### src/rtl/traffic_light_pkg.sv
// Shared definitions for the traffic light controller and its bus monitor:
// light codes, default phase times, phase indices and the phase successor.
package traffic_light_pkg;

  localparam logic [2:0] LIGHT_RED    = 3'b100;
  localparam logic [2:0] LIGHT_YELLOW = 3'b010;
  localparam logic [2:0] LIGHT_GREEN  = 3'b001;

  localparam int RED_TIME_DEF    = 10;
  localparam int GREEN_TIME_DEF  = 10;
  localparam int YELLOW_TIME_DEF = 5;

  localparam logic [1:0] PH_NONE   = 2'd0;
  localparam logic [1:0] PH_RED    = 2'd1;
  localparam logic [1:0] PH_GREEN  = 2'd2;
  localparam logic [1:0] PH_YELLOW = 2'd3;

  typedef enum logic {
    ST_SYNC  = 1'b0,
    ST_TRACK = 1'b1
  } mon_state_e;

  typedef struct packed {
    logic enc;
    logic seq;
    logic dur;
  } err_vec_t;

  function automatic logic [1:0] next_phase(input logic [1:0] ph);
    logic [1:0] nxt;
    case (ph)
      PH_RED:    nxt = PH_GREEN;
      PH_GREEN:  nxt = PH_YELLOW;
      PH_YELLOW: nxt = PH_RED;
      default:   nxt = PH_NONE;
    endcase
    return nxt;
  endfunction

endpackage

### src/rtl/traffic_light_decoder.sv
// Combinational decode of the one-hot light code into a validity flag and
// a phase index; anything other than a single legal code decodes to NONE.
module traffic_light_decoder
  import traffic_light_pkg::*;
(
  input  logic [2:0] light_i,
  output logic       valid_o,
  output logic [1:0] phase_o
);

  always_comb begin
    valid_o = 1'b1;
    phase_o = PH_NONE;
    case (light_i)
      LIGHT_RED:    phase_o = PH_RED;
      LIGHT_GREEN:  phase_o = PH_GREEN;
      LIGHT_YELLOW: phase_o = PH_YELLOW;
      default:      valid_o = 1'b0;
    endcase
  end

endmodule

### src/rtl/traffic_light_monitor.sv
// Passive checker on the controller's light bus: locks onto the phase
// sequence, measures dwell and reports encoding/sequence/duration errors.
module traffic_light_monitor
  import traffic_light_pkg::*;
#(
  parameter int RED_TIME    = RED_TIME_DEF,
  parameter int GREEN_TIME  = GREEN_TIME_DEF,
  parameter int YELLOW_TIME = YELLOW_TIME_DEF,
  parameter int CNT_W       = 8
) (
  input  logic             clk,
  input  logic             reset_n,
  input  logic [2:0]       light,
  input  logic             clear,
  output logic [1:0]       phase,
  output logic             locked,
  output logic [CNT_W-1:0] dwell,
  output logic             enc_err,
  output logic             seq_err,
  output logic             dur_err,
  output logic [2:0]       err_sticky,
  output logic [15:0]      round_count
);

  mon_state_e       state_q, state_d;
  logic [2:0]       prev_light_q;
  logic [1:0]       phase_q, phase_d;
  logic             locked_q, locked_d;
  logic [CNT_W-1:0] dwell_q, dwell_d;
  logic             over_q, over_d;
  err_vec_t         pulse_q, pulse_d;
  err_vec_t         sticky_q, sticky_d;
  logic [15:0]      round_q, round_d;

  logic             cur_valid;
  logic [1:0]       cur_phase;
  logic             prev_valid;
  logic             change;
  logic             round_inc;
  logic [CNT_W-1:0] dwell_inc;

  traffic_light_decoder u_decoder (
    .light_i (light),
    .valid_o (cur_valid),
    .phase_o (cur_phase)
  );

  // Expected number of sampled cycles for a phase (controller load + 1).
  function automatic logic [CNT_W-1:0] expected_dwell(input logic [1:0] ph);
    logic [CNT_W-1:0] len;
    case (ph)
      PH_RED:    len = CNT_W'(RED_TIME + 1);
      PH_GREEN:  len = CNT_W'(GREEN_TIME + 1);
      PH_YELLOW: len = CNT_W'(YELLOW_TIME + 1);
      default:   len = '0;
    endcase
    return len;
  endfunction

  // phase_q always holds the decode of the previously sampled light.
  assign prev_valid = (phase_q != PH_NONE);
  assign change     = cur_valid && prev_valid && (light != prev_light_q);
  assign dwell_inc  = (dwell_q == {CNT_W{1'b1}}) ? dwell_q : dwell_q + CNT_W'(1);

  always_ff @(posedge clk or negedge reset_n) begin
    if (!reset_n) begin
      state_q <= ST_SYNC;
    end else begin
      state_q <= state_d;
    end
  end

  always_comb begin
    state_d = state_q;
    case (state_q)
      ST_SYNC:  if (change)     state_d = ST_TRACK;
      ST_TRACK: if (!cur_valid) state_d = ST_SYNC;
      default:  state_d = ST_SYNC;
    endcase
  end

  always_comb begin
    phase_d   = cur_phase;
    locked_d  = (state_d == ST_TRACK);
    dwell_d   = '0;
    over_d    = 1'b0;
    pulse_d   = '0;
    round_inc = 1'b0;

    pulse_d.enc = !cur_valid;

    case (state_q)
      ST_SYNC: begin
        // The first change after (re)sync is only a lock point: the
        // controller's first phase after its own reset is short.
        if (change) dwell_d = CNT_W'(1);
      end
      ST_TRACK: begin
        if (cur_valid && !change) begin
          dwell_d = dwell_inc;
          over_d  = over_q;
          if (!over_q && (dwell_inc == expected_dwell(phase_q) + CNT_W'(1))) begin
            pulse_d.dur = 1'b1;
            over_d      = 1'b1;
          end
        end else if (change) begin
          dwell_d     = CNT_W'(1);
          pulse_d.seq = (cur_phase != next_phase(phase_q));
          pulse_d.dur = !over_q && (dwell_q != expected_dwell(phase_q));
          round_inc   = (phase_q == PH_YELLOW) && (cur_phase == PH_RED);
        end
      end
      default: ;
    endcase

    // Errors and increments raised in a clear cycle survive the clear.
    sticky_d = (clear ? err_vec_t'(3'b000) : sticky_q) | pulse_d;
    round_d  = (clear ? 16'd0 : round_q) + {15'd0, round_inc};
  end

  always_ff @(posedge clk or negedge reset_n) begin
    if (!reset_n) begin
      prev_light_q <= 3'b000;
      phase_q      <= PH_NONE;
      locked_q     <= 1'b0;
      dwell_q      <= '0;
      over_q       <= 1'b0;
      pulse_q      <= '0;
      sticky_q     <= '0;
      round_q      <= '0;
    end else begin
      prev_light_q <= light;
      phase_q      <= phase_d;
      locked_q     <= locked_d;
      dwell_q      <= dwell_d;
      over_q       <= over_d;
      pulse_q      <= pulse_d;
      sticky_q     <= sticky_d;
      round_q      <= round_d;
    end
  end

  assign phase       = phase_q;
  assign locked      = locked_q;
  assign dwell       = dwell_q;
  assign enc_err     = pulse_q.enc;
  assign seq_err     = pulse_q.seq;
  assign dur_err     = pulse_q.dur;
  assign err_sticky  = sticky_q;
  assign round_count = round_q;

endmodule

### config.mk
export PLATFORM = sky130hd
export DESIGN_NAME = traffic_light_monitor
export DESIGN_NICKNAME = d
export VERILOG_FILES = /design/src/rtl/traffic_light_pkg.sv /design/src/rtl/traffic_light_decoder.sv /design/src/rtl/traffic_light_monitor.sv
export SDC_FILE = /design/constraint.sdc
export NUM_CORES = 1
export LEC_CHECK = 0
export CAP_MARGIN = 20
export CORE_UTILIZATION = 64
export DETAILED_ROUTE_END_ITERATION = 7
export DONT_BUFFER_PORTS = 1
export PLACE_DENSITY = 0.91
export SYNTH_ARGS = -nofsm -noshare
export SYNTH_HDL_FRONTEND = slang
export SYNTH_SLANG_ARGS = --single-unit
### constraint.sdc
create_clock -name clk -period 5.1 [get_ports clk]
set_input_delay 0.51 -clock clk [delete_from_list [all_inputs] [get_ports clk]]
set_output_delay 0.51 -clock clk [all_outputs]
set_load 0.03 [all_outputs]
Word level (Yosys, flattened, before mapping)
Index checks and enable logic that the tools add are counted.

cells by class
  eq/ne operators = 13
  mux-type cells = 32
  $add $sub $neg = 3
  reduce and logical (&&, ||, !) cells = 12
  bitwise gates (word level) = 2

operators by type and width
  cell                                                                      number
  8-bit two-way mux                                                         7
  16-bit by 1-bit adder with 16-bit output                                  1
  8-bit by 1-bit adder with 8-bit output (second input constant)            2
  16-bit two-way mux                                                        1
  8-bit case mux with 2 select lines                                        1
  1-bit two-way mux                                                         13
  2-bit case mux with 3 select lines                                        2
  2-bit two-way mux                                                         5
  8-bit equality test                                                       1
  8-bit equality test (second input constant)                               1
  8-bit inequality test                                                     1
  4-bit case mux with 2 select lines                                        1
  1-bit logical AND                                                         6
  2-bit by 1-bit equality test with 1-bit output (second input constant)    2
  2-bit equality test (second input constant)                               2
  3-bit by 1-bit equality test with 1-bit output (second input constant)    1
  3-bit by 2-bit equality test with 1-bit output (second input constant)    1
  3-bit equality test (second input constant)                               1
  1-bit logical NOT                                                         3
  3-bit two-way mux                                                         1
  3-bit by 2-bit inequality test with 1-bit output (second input constant)  1
  3-bit inequality test                                                     1
  3-bit OR                                                                  1
  3-bit OR reduction                                                        1
  other kinds (5)                                                           5

word-level totals
  input port bits = 6
  word-level logic and storage cells = 74
  register bits = 37
  output and inout bits = 33

Longest topological paths before layout
  depth in word-level cells = 16
  gate-level depth with buffers = 12
  gate-level depth less buffers = 12

Cells and area by module
From an unflattened synthesis, not the netlist that was laid out.

second synthesis, totals
  cell total of the unflattened synthesis = 198
  area total of the unflattened synthesis = 2006.9 um2

by module, submodules not included
  module                 area an instance (um2)  cells each  sequential area each (um2)  instances
  traffic_light_monitor  1970.6                  192         925.9                       1
  traffic_light_decoder  36.3                    6           0.0                         1

Worst setup path after synthesis
Ideal clock, no wire load.

  path kind = register to register
  start = register phase_q[0], in the netlist phase[0]
  end = register round_q[12], in the netlist round_count[12]
  data arrival time = 2.545 ns
  path buffers = 0
  path slack = 2.423 ns
  data required time = 4.968 ns
  cell stages (with the launch flop) = 13
  setup time = 0.132 ns
  clock period less this slack = 2.677 ns
  path through = dfrtp_1 > inv_1 > ha_1 > a31oi_2 > and3_1 > ha_1 > ha_1 > nand2_1 > nor3_2 > nor3b_2 > nand3_1 > xor2_1 > nor2_1

between the ends
  word-level cells in the longest chain between the ends = 8
  elaborated cells on any way between the ends = 11
  classes of those cells = add/sub (1); eq/ne (1); mux (3); reduce/logical (6)

RTL lines
  what                                          line                          text
  start: declaration                            traffic_light_monitor.sv:27   logic [1:0] phase_q, phase_d;
  start signal: assignment                      traffic_light_monitor.sv:133  phase_q <= phase_d;
  2-bit nonzero test                            traffic_light_monitor.sv:61   assign prev_valid = (phase_q != PH_NONE);
  1-bit logical AND (2 in a row)                traffic_light_monitor.sv:62   assign change = cur_valid && prev_valid && (light != prev_light_q);
  1-bit logical NOT                             traffic_light_monitor.sv:99   if (cur_valid && !change) begin
  1-bit logical AND                             traffic_light_monitor.sv:99
  1-bit two-way mux (*)                         traffic_light_monitor.sv:99
  1-bit two-way mux (*)                         traffic_light_monitor.sv:92   case (state_q)
  16-bit by 1-bit adder with 16-bit output (*)  traffic_light_monitor.sv:118  round_d = (clear ? 16'd0 : round_q) + {15'd0, round_inc};
  net round_d[12]                               traffic_light_monitor.sv:33   logic [15:0] round_q, round_d;
  end signal: assignment                        traffic_light_monitor.sv:139  round_q <= round_d;
  end: declaration                              traffic_light_monitor.sv:33

Mark *: on every way through the listed nets, which the timed path passes. The rest lies on a longest branch.
A chain may end at the register's enable or synchronous reset.

Worst setup path in the final report
Same ends and word-level chain as after synthesis.

==> qor.csv <==
stage,metric,value,unit
logic_synthesis,Synth cell types,43,
power_and_ir_drop,internal power,438,uW
floorplanning,initial core utilization,0.689,
grt,vias in the first global route,1395,
detailed_routing,antenna-violating nets left,0,
outcome,outcome,"complete, but fails checks",
timing,Fin. Hold Viols,0,
place,RePlAce Congestion,0.812,
floorplanning,die height,57.2,um
clock_tree,buffer levels on the longest clock path,2,
timing,setup TNS,0,ns
detailed_routing,initial DRC count,60,
timing,RSZ-0062 raised after global routing,false,
floorplanning,core footprint,2830,um^2
logic_synthesis,fraction of registers with async set/reset,1.00,
power_and_ir_drop,Seq pwr share,0.546,
logic_synthesis,register bit total from synthesis,37,
clock_tree,root buffer cell,clkbuf_4,
grt,GRT Util Overall,0.251,
power_and_ir_drop,power per standard cell area,282,nW/um^2
detailed_routing,met2 WL,1830,um
critical_path,worst r2r path cells,12,
final_layout,fin nets,206,
power_and_ir_drop,Net Sw Frac,0.250,
timing,minimum clock period,3.03,ns
clock_tree,number of H-tree levels,2,
detailed_routing,DR pass1 iterations,8,
critical_path,"Req. time, crit path",5.38,ns
power_and_ir_drop,VDD IR-drop max,0.203,mV
critical_path,"Largest stage delay, worst path",0.57,ns
critical_path,maximum fanout along the worst path,8,
worst_hold_path,hold path start,light[0],
timing,Achievable Freq,330,MHz
grt,first-pass GRT wire length,6130,um
clock_tree,Post-CTS Setup Inserts,0,
critical_path,Reg2Reg Launch Point,phase[0],
power_and_ir_drop,Net Switching,146,uW
clock_tree,Clock Sink Count,37,
logic_synthesis,"Seq/Total Area, Yosys",0.475,
grt,total grt overflow,0,
critical_path,Reg2Reg Setup Slack,2.07,ns
critical_path,CP startpoint,phase[0],
floorplanning,Core Rows,19,
timing,worst slew pin tran,0.620,ns
timing,setup violators final,0,
outcome,failing checks,DRC,
timing,final slew viol count,0,
clock_tree,CTS tree,yes,
logic_synthesis,Synth Flop Type,dfrtp_1,
timing,Hold Slack,0.177,ns
final_layout,# diodes,0,
detailed_routing,top sig layer,met4,
detailed_routing,WL/cell,16.5,um
final_layout,Synth-to-Final Area Change,6.17,%
clock_tree,clock slew at reported path FFs,0.11,ns
power_and_ir_drop,clock network fraction of design power,0.366,
critical_path,CP cell instances,"inv_1, ha_1, a31oi_2, and3_1, ha_1, ha_1, nand2_1, nor3_2, nor3b_2, nand3_1, xor2_1, nor2_1",
timing,Worst Skew,0.00573,ns
logic_synthesis,Synth Instances,188,
critical_path,Worst setup EP type,flip-flop,
power_and_ir_drop,cell leakage power,0.000892,uW
run,MaxCap Viol Count,0,
grt,initial antenna violation count,0,
clock_tree,worst-skew pair later-pin latency,0.35,ns
worst_hold_path,Hold Path Class,input port to flip-flop,
critical_path,crit path buf inv count,1,
final_layout,layout cells sized above 1,0.0979,
logic_synthesis,Synth Cell Area,1950,um^2
clock_tree,TritonCTS buffer count,5,
detailed_routing,Vias,1405,
floorplanning,Die ar.,3270,um^2
critical_path,critical path's slowest cell,dfrtp_1,
place,dpl hpwl,2690,um
logic_synthesis,Post-Syn Nets,201,
floorplanning,num ports,39,
detailed_routing,vias per cell,6.24,
detailed_routing,Met3 Wirelength,256,um
power_and_ir_drop,logic gate share of total power,0.087,
floorplanning,Die Wd,57.2,um
detailed_routing,WL met1,1570,um
critical_path,Worst EP arrival,3.32,ns
logic_synthesis,synth warn,0,
critical_path,crit start category,flip-flop,
place,number of port buffers,0,
critical_path,"most used cell, CP",ha_1,
critical_path,critical path class,flip-flop to flip-flop,
critical_path,crit-path leading delay family,simple AND/OR/NAND/NOR gates,
grt,largest net degree at the start of global routing,38,
critical_path,Crit. path cell count,12,
timing,Max transition margin,0.587,
detailed_routing,final wirelength,3710,um
critical_path,Setup crit end,round_count[12],
logic_synthesis,number of synthesized flops with an enable pin,0,
detailed_routing,DR DRC count,4,
critical_path,FF-to-FF End,round_count[12],
timing,final period utilization,0.595,
logic_synthesis,Syn Area/Cell,10.4,um^2
-- metrics by stage --
| step | worst slack (ns) | instance area [um^2] | cells | utilization | total power [uW] |
|---|---|---|---|---|---|
| 2_1_floorplan | 2.42 | 1950 | 188 | - | 359 |
| 3_3_place_gp | 2.27 | 1950 | 215 | 0.689 | 365 |
| 3_5_place_dp | 2.11 | 1950 | 215 | 0.689 | 368 |
| 4_1_cts | 2.08 | 2070 | 225 | 0.731 | 587 |
| 5_1_grt | 1.85 | 2070 | 225 | 0.731 | 605 |
| 6_report | 2.07 | 2070 | 225 | 0.731 | 584 |
-- routing by layer --
| layer | vias to the layer above | GRT usage |
|---|---|---|
| met4 | 0 | 0.132 |
| met1 | 687 | 0.315 |
| met5 | - | 0 |
| li1 | 663 | - |
| met3 | 6 | 0.0930 |
| met2 | 49 | 0.380 |
-- flip-flops by register name, summed over array words and instances (netlist names) --
| signal | cells |
|---|---|
| round_count | 16 |
| dwell | 8 |
| err_sticky | 3 |
| prev_light_q | 3 |
| phase | 2 |
| dur_err | 1 |
| enc_err | 1 |
| locked | 1 |
| over_q | 1 |
| seq_err | 1 |
-- placed cells by master (no fill, tap or decap), types with 2 or more instances in the layout --
cell,Yosys,routed
dfrtp_1,37,37
nor2_1,22,22
nor2b_1,3,3
nand2_1,11,11
ha_1,7,7
inv_1,6,6
nor3_1,3,3
xnor2_1,17,17
and2_1,2,2
nand4_1,2,2
a21oi_1,8,8
clkbuf_4,0,5
o21ai_0,2,2
a31oi_1,5,5
and3_1,4,4
nand3_1,12,12
nand2b_1,6,6
a21o_1,3,3
xor2_1,10,10
and3_4,2,2
-- power by group through the flow --
stage	clock [uW]	sequential, uW	combinational [uW]
2_1_floorplan	0	323	36.4
4_1_cts	217	319	51.2
3_3_place_gp	0	324	40.3
5_1_grt	228	320	56.7
3_5_place_dp	0	325	42.9
6_report	214	319	51.0
-- timing repair --
action,4_1_cts,5_1_grt
hold endpoints to repair,37,0
resized for setup,0,0
hold buffers,2,0
-- worst min path at each step --
stage                                  to  slack (ns)  cells past startpoint
after floorplan                   dur_err        0.21                      0
after global placement           dwell[6]        0.22                      0
after detailed placement         dwell[6]        0.22                      0
after CTS                 prev_light_q[0]        0.17                      0
after global routing      prev_light_q[0]        0.16                      0
final                     prev_light_q[0]        0.18                      0
-- cell families (layout without fill, tap and decap cells) --
logic type                 count (synthesis)  in the layout  synth area share
AOI/OAI and AO/OA                         28             28             0.106
adders and majority gates                  7              7            0.0450
xor gates and xnor gates                  27             27             0.121
and+or+nand+nor                           77             77             0.215
muxes                                      1              1           0.00514
buffers and inverters                     11             17            0.0327
DFF                                       37             37             0.475
-- synth_stat cells, types with 2 or more instances --
cell type / instances / area share
inv_1: 6 / 0.012
nor2b_1: 3 / 0.0096
nor2_1: 22 / 0.042
nand4_1: 2 / 0.0064
and2_1: 2 / 0.0064
o21ai_0: 2 / 0.0051
a21oi_1: 8 / 0.021
a21o_1: 3 / 0.012
nand2_1: 11 / 0.021
xor2_1: 10 / 0.045
nand2b_1: 6 / 0.019
dfrtp_1: 37 / 0.48
and3_4: 2 / 0.012
buf_6: 3 / 0.017
nor3_1: 3 / 0.0077
xnor2_1: 17 / 0.076
a31oi_1: 5 / 0.016
ha_1: 7 / 0.045
and3_1: 4 / 0.013
nand3_1: 12 / 0.031
-- area by class of cell --
| type | count | area [um^2] |
|---|---|---|
| tap | 31 | 38.8 |
| timing repair buffer | 2 | 30.0 |
| fill | 202 | 761 |
| clock inverter | 2 | 37.5 |
| clock buffer | 6 | 51.3 |
| multi-input combinational | 140 | 958 |
| inverter | 7 | 26.3 |
| sequential | 37 | 926 |
No activity file was read; power rests on OpenSTA's default activity.
==> patch, RTL diff (same flow settings) <==
Register the inputs `light` and `clear` before use. The logic sees them one clock later. Comments in the files are not updated.
--- a/src/rtl/traffic_light_monitor.sv
+++ b/src/rtl/traffic_light_monitor.sv
@@ -22,6 +22,14 @@
   output logic [15:0]      round_count
 );
 
+  logic [2:0] light_q;
+  logic clear_q;
+
+  always_ff @(posedge clk) begin
+    light_q <= light;
+    clear_q <= clear;
+  end
+
   mon_state_e       state_q, state_d;
   logic [2:0]       prev_light_q;
   logic [1:0]       phase_q, phase_d;
@@ -40,7 +48,7 @@
   logic [CNT_W-1:0] dwell_inc;
 
   traffic_light_decoder u_decoder (
-    .light_i (light),
+    .light_i (light_q),
     .valid_o (cur_valid),
     .phase_o (cur_phase)
   );
@@ -59,7 +67,7 @@
 
   // phase_q always holds the decode of the previously sampled light.
   assign prev_valid = (phase_q != PH_NONE);
-  assign change     = cur_valid && prev_valid && (light != prev_light_q);
+  assign change     = cur_valid && prev_valid && (light_q != prev_light_q);
   assign dwell_inc  = (dwell_q == {CNT_W{1'b1}}) ? dwell_q : dwell_q + CNT_W'(1);
 
   always_ff @(posedge clk or negedge reset_n) begin
@@ -114,8 +122,8 @@
     endcase
 
     // Errors and increments raised in a clear cycle survive the clear.
-    sticky_d = (clear ? err_vec_t'(3'b000) : sticky_q) | pulse_d;
-    round_d  = (clear ? 16'd0 : round_q) + {15'd0, round_inc};
+    sticky_d = (clear_q ? err_vec_t'(3'b000) : sticky_q) | pulse_d;
+    round_d  = (clear_q ? 16'd0 : round_q) + {15'd0, round_inc};
   end
 
   always_ff @(posedge clk or negedge reset_n) begin
@@ -129,7 +137,7 @@
       sticky_q     <= '0;
       round_q      <= '0;
     end else begin
-      prev_light_q <= light;
+      prev_light_q <= light_q;
       phase_q      <= phase_d;
       locked_q     <= locked_d;
       dwell_q      <= dwell_d;
Formal check against the unedited RTL: not equivalent (Yosys sat finds a counterexample within 4 cycles, from zero or initial values and one cycle with reset_n low).
==> patch against the original RTL <==
- the run still ends with design-rule violations left
- power increased by 4.3%
- area after synthesis is 2.6% higher
- sequential cell count is 4 higher
- final area increased by 1.6%
- worst setup slack worse by 0.49 ns
- combinational power decreased by 5.3%
- routed wire length grew 2.2%
- largest power group unchanged
- clock skew increased by 0.014 ns
==> patch: results (changes against the original RTL) <==
CP max FO 4 (-4); layout cells sized above 1 6.97% (-2.8 points); synth cell count leaders 37 x dfrtp_1, 20 x nor2_1, 16 x nand2_1, 16 x xnor2_1; complex-gate fraction of the synthesized area 8.83% (-1.8 points); grt met3 use 11.2% (+1.9 points); seq pwr 0.358 mW (+12%); DR pass1 iterations 6 (-2); DP Area 1990 µm² (+2.3%); status finished, violations left; slew at the pin closest to its max-slew limit 0.531 ns (-0.0882 ns); Post-Synth XOR/XNOR Area 11.0% (-1.2 points); Synth top area share 46.3% (-1.2 points); footprint of the multi-input gates 920 µm² (-4.0%); met1 Resource Use GR 28.7% (-2.8 points); met2 capacity usage during global routing 41.4% (+3.4 points); Async S/R FF share, synth 90.2% (-9.8 points); Max IR drop VDD 197 µV (-2.8%); failing checks design-rule violations; Final GP Congestion 0.871 (+7.3%); WL per Instance 16.4 µm (-0.90%); Switching Fraction 25.1% (+0.097 points); Synth cell types 40 (-7.0%); final-layout fill cell count 209 (+3.5%); vias in the first global route 1427 (+2.3%); DRC Markers 3 (-1); critical path data arrival time 3.82 ns (+0.50 ns)
-- patch: cell types whose count changed after synthesis, moves of 3 or more --
cell / change
nand2_1: +5
buf_2: +3
nand2b_1: -5
dfxtp_1: +4
or3_1: +4
buf_6: -3
a21oi_1: +4
a31oi_1: -4
nand4_1: +3
-- patch: logic make-up after synthesis --
family | after synthesis
AND/OR/NAND/NOR | 79
flip-flops | 41
AO/OA/AOI/OAI | 28
XOR/XNOR | 25
buffers and inverters | 16
adder cells (fa/ha/maj) | 7
multiplexers | 3
-- patch: per-layer routing --
layer	part of all wire, %	wire length, µm
met5	0	0
met4	2.6	99
met3	8.0	304
met2	50	1880
met1	40	1510
-- patch: through the flow --
stage / hold slack (ns) / cells / worst slack (ns)
after floorplan: 0.214 / 199 / 2.01
after global placement: 0.215 / 222 / 1.77
after detailed placement: 0.215 / 222 / 1.60
after CTS: 0.167 / 232 / 1.59
after global routing: 0.148 / 232 / 1.17
final: 0.181 / 232 / 1.58
-- patch: final cells by class --
type,count,share of cell area (%)
inverters,8,1.43
repair buffers,2,1.43
well taps,31,1.85
flip-flops and latches,41,47.9
multi-input cells,142,43.8
clock buffers,6,1.97
clock inverters,2,1.67
-- patch: final timing paths --
kind,slack [ns],end
setup reg to reg,1.58,round_count[12]$_DFF_PN0_
max in group asynchronous,4.32,dwell[3]$_DFF_PN0_
min in group asynchronous,0.58,round_count[13]$_DFF_PN0_
hold reg to reg,0.44,prev_light_q[2]$_DFF_PN0_
setup / recovery,1.58,round_count[12]$_DFF_PN0_
hold / removal,0.18,light_q[2]$_DFF_P_
-- patch: critical path, delay by kind of cell (launching register included) --
kind / cells / cell delay (ns)
compound gates: 1 / 0.27
simple gates: 7 / 1.66
flops: 1 / 0.58
xor+xnor: 1 / 0.16
buf+inv: 1 / 0.12
fa+ha+maj: 3 / 0.70
